### src/rtl/paper_ctrl_pkg.sv
// Shared encodings for the paper processor control path: states, opcodes,
// ALU operations and PC source selects.
package paper_pkg;

    typedef enum logic [2:0] {
        ST_IDLE    = 3'd0,
        ST_FETCH   = 3'd1,
        ST_DECODE  = 3'd2,
        ST_EXEC    = 3'd3,
        ST_MEM     = 3'd4,
        ST_WB      = 3'd5,
        ST_HALT    = 3'd6,
        ST_ILLEGAL = 3'd7
    } state_e;

    localparam logic [2:0] OP_ADD   = 3'd0;
    localparam logic [2:0] OP_SUB   = 3'd1;
    localparam logic [2:0] OP_LOAD  = 3'd2;
    localparam logic [2:0] OP_STORE = 3'd3;
    localparam logic [2:0] OP_BEQ   = 3'd4;
    localparam logic [2:0] OP_JMP   = 3'd5;
    localparam logic [2:0] OP_NOP   = 3'd6;
    localparam logic [2:0] OP_HALT  = 3'd7;

    localparam logic [1:0] ALU_ADD  = 2'd0;
    localparam logic [1:0] ALU_SUB  = 2'd1;
    localparam logic [1:0] ALU_ADDR = 2'd2;
    localparam logic [1:0] ALU_CMP  = 2'd3;

    localparam logic [1:0] PC_INC    = 2'd0;
    localparam logic [1:0] PC_BRANCH = 2'd1;
    localparam logic [1:0] PC_JUMP   = 2'd2;

    function automatic logic [1:0] alu_op_of(input logic [2:0] op);
        logic [1:0] res;
        case (op)
            OP_ADD:            res = ALU_ADD;
            OP_SUB:            res = ALU_SUB;
            OP_LOAD, OP_STORE: res = ALU_ADDR;
            OP_BEQ:            res = ALU_CMP;
            default:           res = ALU_ADD;
        endcase
        return res;
    endfunction

endpackage

### src/rtl/paper_ctrl_if.sv
// Control/datapath/memory signal bundle for paper_ctrl. The controller uses
// the master modport; the datapath and memory side use the slave modport.
interface paper_ctrl_if #(parameter int OP_W = 3);
    logic [OP_W-1:0] opcode;
    logic            zero;
    logic            mem_ack;
    logic            mem_req;
    logic            mem_we;
    logic            addr_sel;
    logic            ir_en;
    logic            pc_en;
    logic [1:0]      pc_src;
    logic [1:0]      alu_op;
    logic            rf_we;
    logic            wb_sel;
    logic            halted;
    logic [2:0]      state;

    modport master (
        input  opcode, zero, mem_ack,
        output mem_req, mem_we, addr_sel, ir_en, pc_en, pc_src,
               alu_op, rf_we, wb_sel, halted, state
    );

    modport slave (
        output opcode, zero, mem_ack,
        input  mem_req, mem_we, addr_sel, ir_en, pc_en, pc_src,
               alu_op, rf_we, wb_sel, halted, state
    );
endinterface

### src/rtl/paper_ctrl_perf.sv
// Cycle and retired-instruction counters for paper_ctrl; only instantiated
// when PAPER_CTRL_PERF_EN is defined. Both wrap modulo 2^CNT_W.
module paper_ctrl_perf
    import paper_pkg::*;
#(
    parameter int CNT_W = 16
) (
    input  logic             clk,
    input  logic             rst_n,
    input  state_e           state_s,
    input  logic             instr_done_s,
    output logic [CNT_W-1:0] cycle_cnt,
    output logic [CNT_W-1:0] instr_cnt
);

    // Counter registers: cycles while running, and each completed decode
    always_ff @(posedge clk or negedge rst_n) begin
        if (!rst_n) begin
            cycle_cnt <= {CNT_W{1'b0}};
            instr_cnt <= {CNT_W{1'b0}};
        end else begin
            if ((state_s != ST_IDLE) && (state_s != ST_HALT)) begin
                cycle_cnt <= cycle_cnt + {{(CNT_W-1){1'b0}}, 1'b1};
            end
            if (instr_done_s) begin
                instr_cnt <= instr_cnt + {{(CNT_W-1){1'b0}}, 1'b1};
            end
        end
    end

endmodule

### src/rtl/paper_ctrl.sv
// Multi-cycle control FSM for the paper processor. Define PAPER_CTRL_PERF_EN
// to add the cycle_cnt/instr_cnt performance counters.
module paper_ctrl
    import paper_pkg::*;
#(
    parameter int OP_W = 3
`ifdef PAPER_CTRL_PERF_EN
    , parameter int CNT_W = 16
`endif
) (
    input  logic             clk,
    input  logic             r,
    paper_ctrl_if.master     bus
`ifdef PAPER_CTRL_PERF_EN
    , output logic [CNT_W-1:0] cycle_cnt
    , output logic [CNT_W-1:0] instr_cnt
`endif
);

    state_e          state_r;
    state_e          next_s;
    logic [OP_W-1:0] op_r;
    logic            mem_req_s;
    logic            mem_we_s;
    logic            addr_sel_s;
    logic            ir_en_s;
    logic            pc_en_s;
    logic [1:0]      pc_src_s;
    logic [1:0]      alu_op_s;
    logic            rf_we_s;
    logic            wb_sel_s;
    logic            halted_s;

    // State and latched-opcode registers
    always_ff @(posedge clk or negedge r) begin
        if (!r) begin
            state_r <= ST_IDLE;
            op_r    <= OP_W'(OP_NOP);
        end else begin
            state_r <= next_s;
            if (state_r == ST_DECODE) begin
                op_r <= bus.opcode;
            end
        end
    end

    // Next-state and strobe decode
    always_comb begin
        next_s     = state_r;
        mem_req_s  = 1'b0;
        mem_we_s   = 1'b0;
        addr_sel_s = 1'b0;
        ir_en_s    = 1'b0;
        pc_en_s    = 1'b0;
        pc_src_s   = PC_INC;
        alu_op_s   = ALU_ADD;
        rf_we_s    = 1'b0;
        wb_sel_s   = 1'b0;
        halted_s   = 1'b0;
        case (state_r)
            ST_IDLE: begin
                next_s = ST_FETCH;
            end
            ST_FETCH: begin
                mem_req_s = 1'b1;
                if (bus.mem_ack) begin
                    ir_en_s = 1'b1;
                    pc_en_s = 1'b1;
                    next_s  = ST_DECODE;
                end else begin
                    next_s  = ST_FETCH;
                end
            end
            ST_DECODE: begin
                if (bus.opcode == OP_W'(OP_HALT)) begin
                    next_s = ST_HALT;
                end else if (bus.opcode == OP_W'(OP_NOP)) begin
                    next_s = ST_FETCH;
                end else begin
                    next_s = ST_EXEC;
                end
            end
            ST_EXEC: begin
                alu_op_s = alu_op_of(3'(op_r));
                if ((op_r == OP_W'(OP_ADD)) || (op_r == OP_W'(OP_SUB))) begin
                    next_s = ST_WB;
                end else if ((op_r == OP_W'(OP_LOAD)) || (op_r == OP_W'(OP_STORE))) begin
                    next_s = ST_MEM;
                end else if (op_r == OP_W'(OP_BEQ)) begin
                    pc_en_s  = bus.zero;
                    pc_src_s = bus.zero ? PC_BRANCH : PC_INC;
                    next_s   = ST_FETCH;
                end else if (op_r == OP_W'(OP_JMP)) begin
                    pc_en_s  = 1'b1;
                    pc_src_s = PC_JUMP;
                    next_s   = ST_FETCH;
                end else begin
                    next_s   = ST_FETCH;
                end
            end
            ST_MEM: begin
                mem_req_s  = 1'b1;
                addr_sel_s = 1'b1;
                mem_we_s   = (op_r == OP_W'(OP_STORE));
                alu_op_s   = ALU_ADDR;
                if (!bus.mem_ack) begin
                    next_s = ST_MEM;
                end else if (op_r == OP_W'(OP_LOAD)) begin
                    next_s = ST_WB;
                end else begin
                    next_s = ST_FETCH;
                end
            end
            ST_WB: begin
                rf_we_s  = 1'b1;
                wb_sel_s = (op_r == OP_W'(OP_LOAD));
                next_s   = ST_FETCH;
            end
            ST_HALT: begin
                halted_s = 1'b1;
                next_s   = ST_HALT;
            end
            default: begin
                next_s = ST_IDLE;
            end
        endcase
    end

    assign bus.mem_req  = mem_req_s;
    assign bus.mem_we   = mem_we_s;
    assign bus.addr_sel = addr_sel_s;
    assign bus.ir_en    = ir_en_s;
    assign bus.pc_en    = pc_en_s;
    assign bus.pc_src   = pc_src_s;
    assign bus.alu_op   = alu_op_s;
    assign bus.rf_we    = rf_we_s;
    assign bus.wb_sel   = wb_sel_s;
    assign bus.halted   = halted_s;
    assign bus.state    = state_r;

`ifdef PAPER_CTRL_PERF_EN
    logic instr_done_s;
    assign instr_done_s = (state_r == ST_DECODE) && (next_s != ST_HALT);

    paper_ctrl_perf #(.CNT_W(CNT_W)) u_perf (
        .clk          (clk),
        .rst_n        (r),
        .state_s      (state_r),
        .instr_done_s (instr_done_s),
        .cycle_cnt    (cycle_cnt),
        .instr_cnt    (instr_cnt)
    );
`endif

endmodule

### src/flat_wrapper.sv
// flat-port wrapper written by rule: the top's interface ports become plain ports
module paper_ctrl_flat import paper_pkg::*;
#(
    parameter int OP_W = 3

)
  (clk, r, bus_opcode, bus_zero, bus_mem_ack, bus_mem_req, bus_mem_we, bus_addr_sel, bus_ir_en, bus_pc_en, bus_pc_src, bus_alu_op, bus_rf_we, bus_wb_sel, bus_halted, bus_state);
  paper_ctrl_if #(.OP_W(OP_W)) bus_i ();
  input  logic clk;
  input  logic r;
  input wire logic [$bits(bus_i.opcode)-1:0] bus_opcode;
  input wire logic [$bits(bus_i.zero)-1:0] bus_zero;
  input wire logic [$bits(bus_i.mem_ack)-1:0] bus_mem_ack;
  output wire logic [$bits(bus_i.mem_req)-1:0] bus_mem_req;
  output wire logic [$bits(bus_i.mem_we)-1:0] bus_mem_we;
  output wire logic [$bits(bus_i.addr_sel)-1:0] bus_addr_sel;
  output wire logic [$bits(bus_i.ir_en)-1:0] bus_ir_en;
  output wire logic [$bits(bus_i.pc_en)-1:0] bus_pc_en;
  output wire logic [$bits(bus_i.pc_src)-1:0] bus_pc_src;
  output wire logic [$bits(bus_i.alu_op)-1:0] bus_alu_op;
  output wire logic [$bits(bus_i.rf_we)-1:0] bus_rf_we;
  output wire logic [$bits(bus_i.wb_sel)-1:0] bus_wb_sel;
  output wire logic [$bits(bus_i.halted)-1:0] bus_halted;
  output wire logic [$bits(bus_i.state)-1:0] bus_state;
  assign bus_i.opcode = bus_opcode;
  assign bus_i.zero = bus_zero;
  assign bus_i.mem_ack = bus_mem_ack;
  assign bus_mem_req = bus_i.mem_req;
  assign bus_mem_we = bus_i.mem_we;
  assign bus_addr_sel = bus_i.addr_sel;
  assign bus_ir_en = bus_i.ir_en;
  assign bus_pc_en = bus_i.pc_en;
  assign bus_pc_src = bus_i.pc_src;
  assign bus_alu_op = bus_i.alu_op;
  assign bus_rf_we = bus_i.rf_we;
  assign bus_wb_sel = bus_i.wb_sel;
  assign bus_halted = bus_i.halted;
  assign bus_state = bus_i.state;
  paper_ctrl #(.OP_W(OP_W)) u_core (.clk(clk), .r(r), .bus(bus_i));
endmodule
### config.mk
export PLATFORM = sky130hd
export DESIGN_NAME = paper_ctrl_flat
export DESIGN_NICKNAME = d
export VERILOG_FILES = /design/src/rtl/paper_ctrl_pkg.sv /design/src/rtl/paper_ctrl_if.sv /design/src/rtl/paper_ctrl_perf.sv /design/src/rtl/paper_ctrl.sv /design/src/flat_wrapper.sv
export SDC_FILE = /design/constraint.sdc
export NUM_CORES = 1
export LEC_CHECK = 0
export CAP_MARGIN = 20
export CORE_AREA = 2 2 40 42
export CTS_BUF_LIST = sky130_fd_sc_hd__clkbuf_4
export DETAILED_ROUTE_END_ITERATION = 7
export DIE_AREA = 0 0 42 44
export PLACE_DENSITY_LB_ADDON = 0.05
export SLEW_MARGIN = 20
export SYNTH_ARGS = -nofsm -noshare
export SYNTH_HDL_FRONTEND = slang
export SYNTH_SLANG_ARGS = --single-unit
### constraint.sdc
create_clock -name clk -period 3.52 [get_ports clk]
set_clock_uncertainty 0.15 [all_clocks]
set_input_delay 0.88 -clock clk [delete_from_list [all_inputs] [get_ports clk]]
set_output_delay 0.88 -clock clk [all_outputs]
set_load 0.03 [all_outputs]
==> results.toml, run 1 <==
[sta]
fmax_mhz = 297.8
rsz0062_at_grt = "false"
final.setup.tns_ns = 0
setup_viol = 0
slew_viol_final = 0
period_needed_ns = 3.358
finalCritPeriodShare_pct = 95.40
hold_viol_final = 0
tightest_slew_ns = 0.3622
max_slew_margin_pct = 75.85

[setup_path]
crit_path_cell_trace = "clkdlybuf4s50_1 > nand3_1 > o21ai_1 > clkdlybuf4s50_1"
crit_family = "buffers and inverters"
critPathKind = "input port to primary output"
cp_data_arrival_time_ns = 2.33
cp_common_cell = "clkdlybuf4s50_1"
endpoint_kind = "primary output"
path_max_fanout = 4
critPathLaunchType = "input port"
worst_path_max_delay_cell = "clkdlybuf4s50_1"
crit_buf_inv = 2
critical-path-max-stage-delay_ns = 0.68
cp.required_ns = 2.49
r2r_setup_slack_ns = 1.95

[cells_and_area]
area_growth_pct = 52.05
multiInputGateArea_sq_um = 274.0
fin_area_sq_um = 694.4
fin_nets = 82
fillCellCount = 146
diodes = 0
ff_latch_area_sq_um = 152.6
drive_gt1_share_pct = 15.07
layout_commonest_cell = "clkdlybuf4s50_1"
layout_common_cells = "clkdlybuf4s50_1 (21), nor2_1 (7), inv_1 (4), dfrtp_1 (4)"

[die]
core-area_sq_um = 1419
initial_core_util_pct = 32.19
die_area_sq_um = 1848
ios = 22
die_x_um = 42
die_h_um = 44
core.rowCount = 14

[grt]
met1_usage_pct = 17.09
grt_pass1_wl_um = 1842
grt_pass1_vias = 414
grt.total_usage_pct = 13.75
grt-ovfl-total = 0
gr-max-usage-layer = "met2"
grt_max_degree = 11
met3_usage_pct = 2.917
use_met2_pct = 21.25
antenna_found_initial = 0

[synthesis]
synthMuxAreaShare_pct = 7.397
synth_top_family_by_area = "simple AND/OR/NAND/NOR gates"
ys_seq_area_share_pct = 33.42
synth_top_area_share_pct = 21.92
ys_ff_latch = 6
synth_edf_count = 0
synth-simple-area-share_pct = 34.52
synth_area_sq_um = 456.7
postSynthAreaPerCell_sq_um = 8.955
ys_warn_count = 0
synthTopCellsByArea = "dfrtp_1 (22%), dfstp_2 (12%), mux2_2 (7.4%)"
syn_inst = 51
synth-xor-area-share_pct = 1.918
synth_compound_area_share_pct = 16.16
syn_nets = 58
yosysTopAreaCell = "dfrtp_1"
synth-adder-area-share_pct = 0
synth_cell_types = 29
ys.flop_type = "dfrtp_1"
async_reset_ff_share_pct = 100.0

[power_and_ir_drop]
peakVddDrop_mv = 0.4034
p_leak_uw = 0.0002912
power.density_nw_per_um2 = 819.7

[route]
vias = 439
drc = 0
first_pass_iters = 4
drt-initial-drc-count = 12
drtAntennaViolNets = 0
wirelength_um = 1061
via_per_inst = 4.933
wl_per_cell_um = 11.92

[clock_network]
cts_hold_buf = 0
clk_pin_slew_ns = 0.04
cts_resized = 0
cts_root_buffer = "clkbuf_4"
cts_tree = "done"
clock_latency_ns = 0.24
post_cts_buffers = 0
numCtsBuffers = 3
clock_sinks = 6
htree_levels = 1
clk_path_buf_depth = 2

[placed_design]
portBuffers = 21
gp_congestion = 0.6990
dp_hpwl_um = 852
dpl_cell_area_sq_um = 671.9

[min_path]
hold_path_class = "register to register"

[job]
drv_cap = 0

[status]
status = "finished, final reports clean"
==> cells in the mapped netlist (2+ instances only) <==
cell and n:
and2_1 2, nor2b_1 2, nand2b_1 3, buf_4 2, dfstp_2 2, inv_1 4
and3_1 2, nand2_1 2, dfrtp_1 4, mux2_2 3, nor2_1 7
==> per-stage QoR <==
stage	util (%)	setup WS, ns	instances	hold slack [ns]	total power [uW]
global route	48.94	0.07350	89	0.5178	622.4
global placement	47.35	0.1606	86	0.4872	514.6
floorplan	-	0.8198	51	0.4344	399.6
detailed placement	47.35	0.1517	86	0.4937	516.0
finish	48.94	0.1620	89	0.4951	569.2
CTS	48.94	0.1530	89	0.5004	578.6
==> power breakdown <==
group          internal [uW]  switching [uW]  leakage, uW
sequential               110            66.3    0.0000705
clock                   38.3            21.4    0.0000138
combinational            158             176     0.000207
==> metal layers <==
layer	wire length, um	up-vias
met5	0	-
met3	46	0
met4	0	0
met2	539	14
li1	-	227
met1	475	198
==> logic make-up (layout without fill, tap and decap cells) <==
group	Yosys count	in the layout
AOI/OAI and AO/OA	10	10
xor gates and xnor gates	1	1
buffers and inverters	6	28
DFF	6	6
muxes	3	3
and+or+nand+nor	25	25
==> registers in the layout, indices dropped and copies added (netlist names) <==
| name | count |
|---|---|
| u_core.op_r | 3 |
| u_core.bus.state | 3 |
==> final cells by class <==
| type | count | area share [%] |
|---|---|---|
| clock buffers | 3 | 3.243 |
| well taps | 16 | 2.883 |
| inverters | 4 | 2.162 |
| multi-input cells | 39 | 39.46 |
| repair buffers | 21 | 30.27 |
| flip-flops and latches | 6 | 21.98 |
==> path summary, 6_finish.rpt <==
check / startpoint / end / cells past startpoint
min in group asynchronous: r / u_core.op_r[0]$_DFFE_PN0P_ / 1
setup reg to reg: u_core.bus.state[1]$_DFF_PN0_ / u_core.op_r[0]$_DFFE_PN0P_ / 3
setup / recovery: bus_mem_ack / bus_pc_en / 4
hold reg to reg: u_core.op_r[1]$_DFFE_PN1P_ / u_core.op_r[1]$_DFFE_PN1P_ / 1
hold / removal: u_core.op_r[1]$_DFFE_PN1P_ / u_core.op_r[1]$_DFFE_PN1P_ / 1
max in group asynchronous: r / u_core.op_r[2]$_DFFE_PN1P_ / 1
(Power assumes the default switching activity.)
==> run 2, diff against run 1 <==
==> constraint.sdc (replaced) <==
create_clock -name clk -period 4.25 [get_ports clk]
set_clock_uncertainty 0.15 [all_clocks]
set_input_delay 1.0625 -clock clk [delete_from_list [all_inputs] [get_ports clk]]
set_output_delay 1.0625 -clock clk [all_outputs]
set_load 0.03 [all_outputs]
==> results of run 2 <==
The final DEF is identical to that of run 1. Status: finished, final reports clean.
Main changes from that run: setup slack after placement 0.1517 ns -> 0.5167 ns; setup slack after layout 0.1620 ns -> 0.5270 ns; register-to-register setup slack 1.95 ns -> 2.68 ns; total power 569.2 uW -> 471.5 uW; worst IR drop on VDD 0.4034 mV -> 0.3341 mV
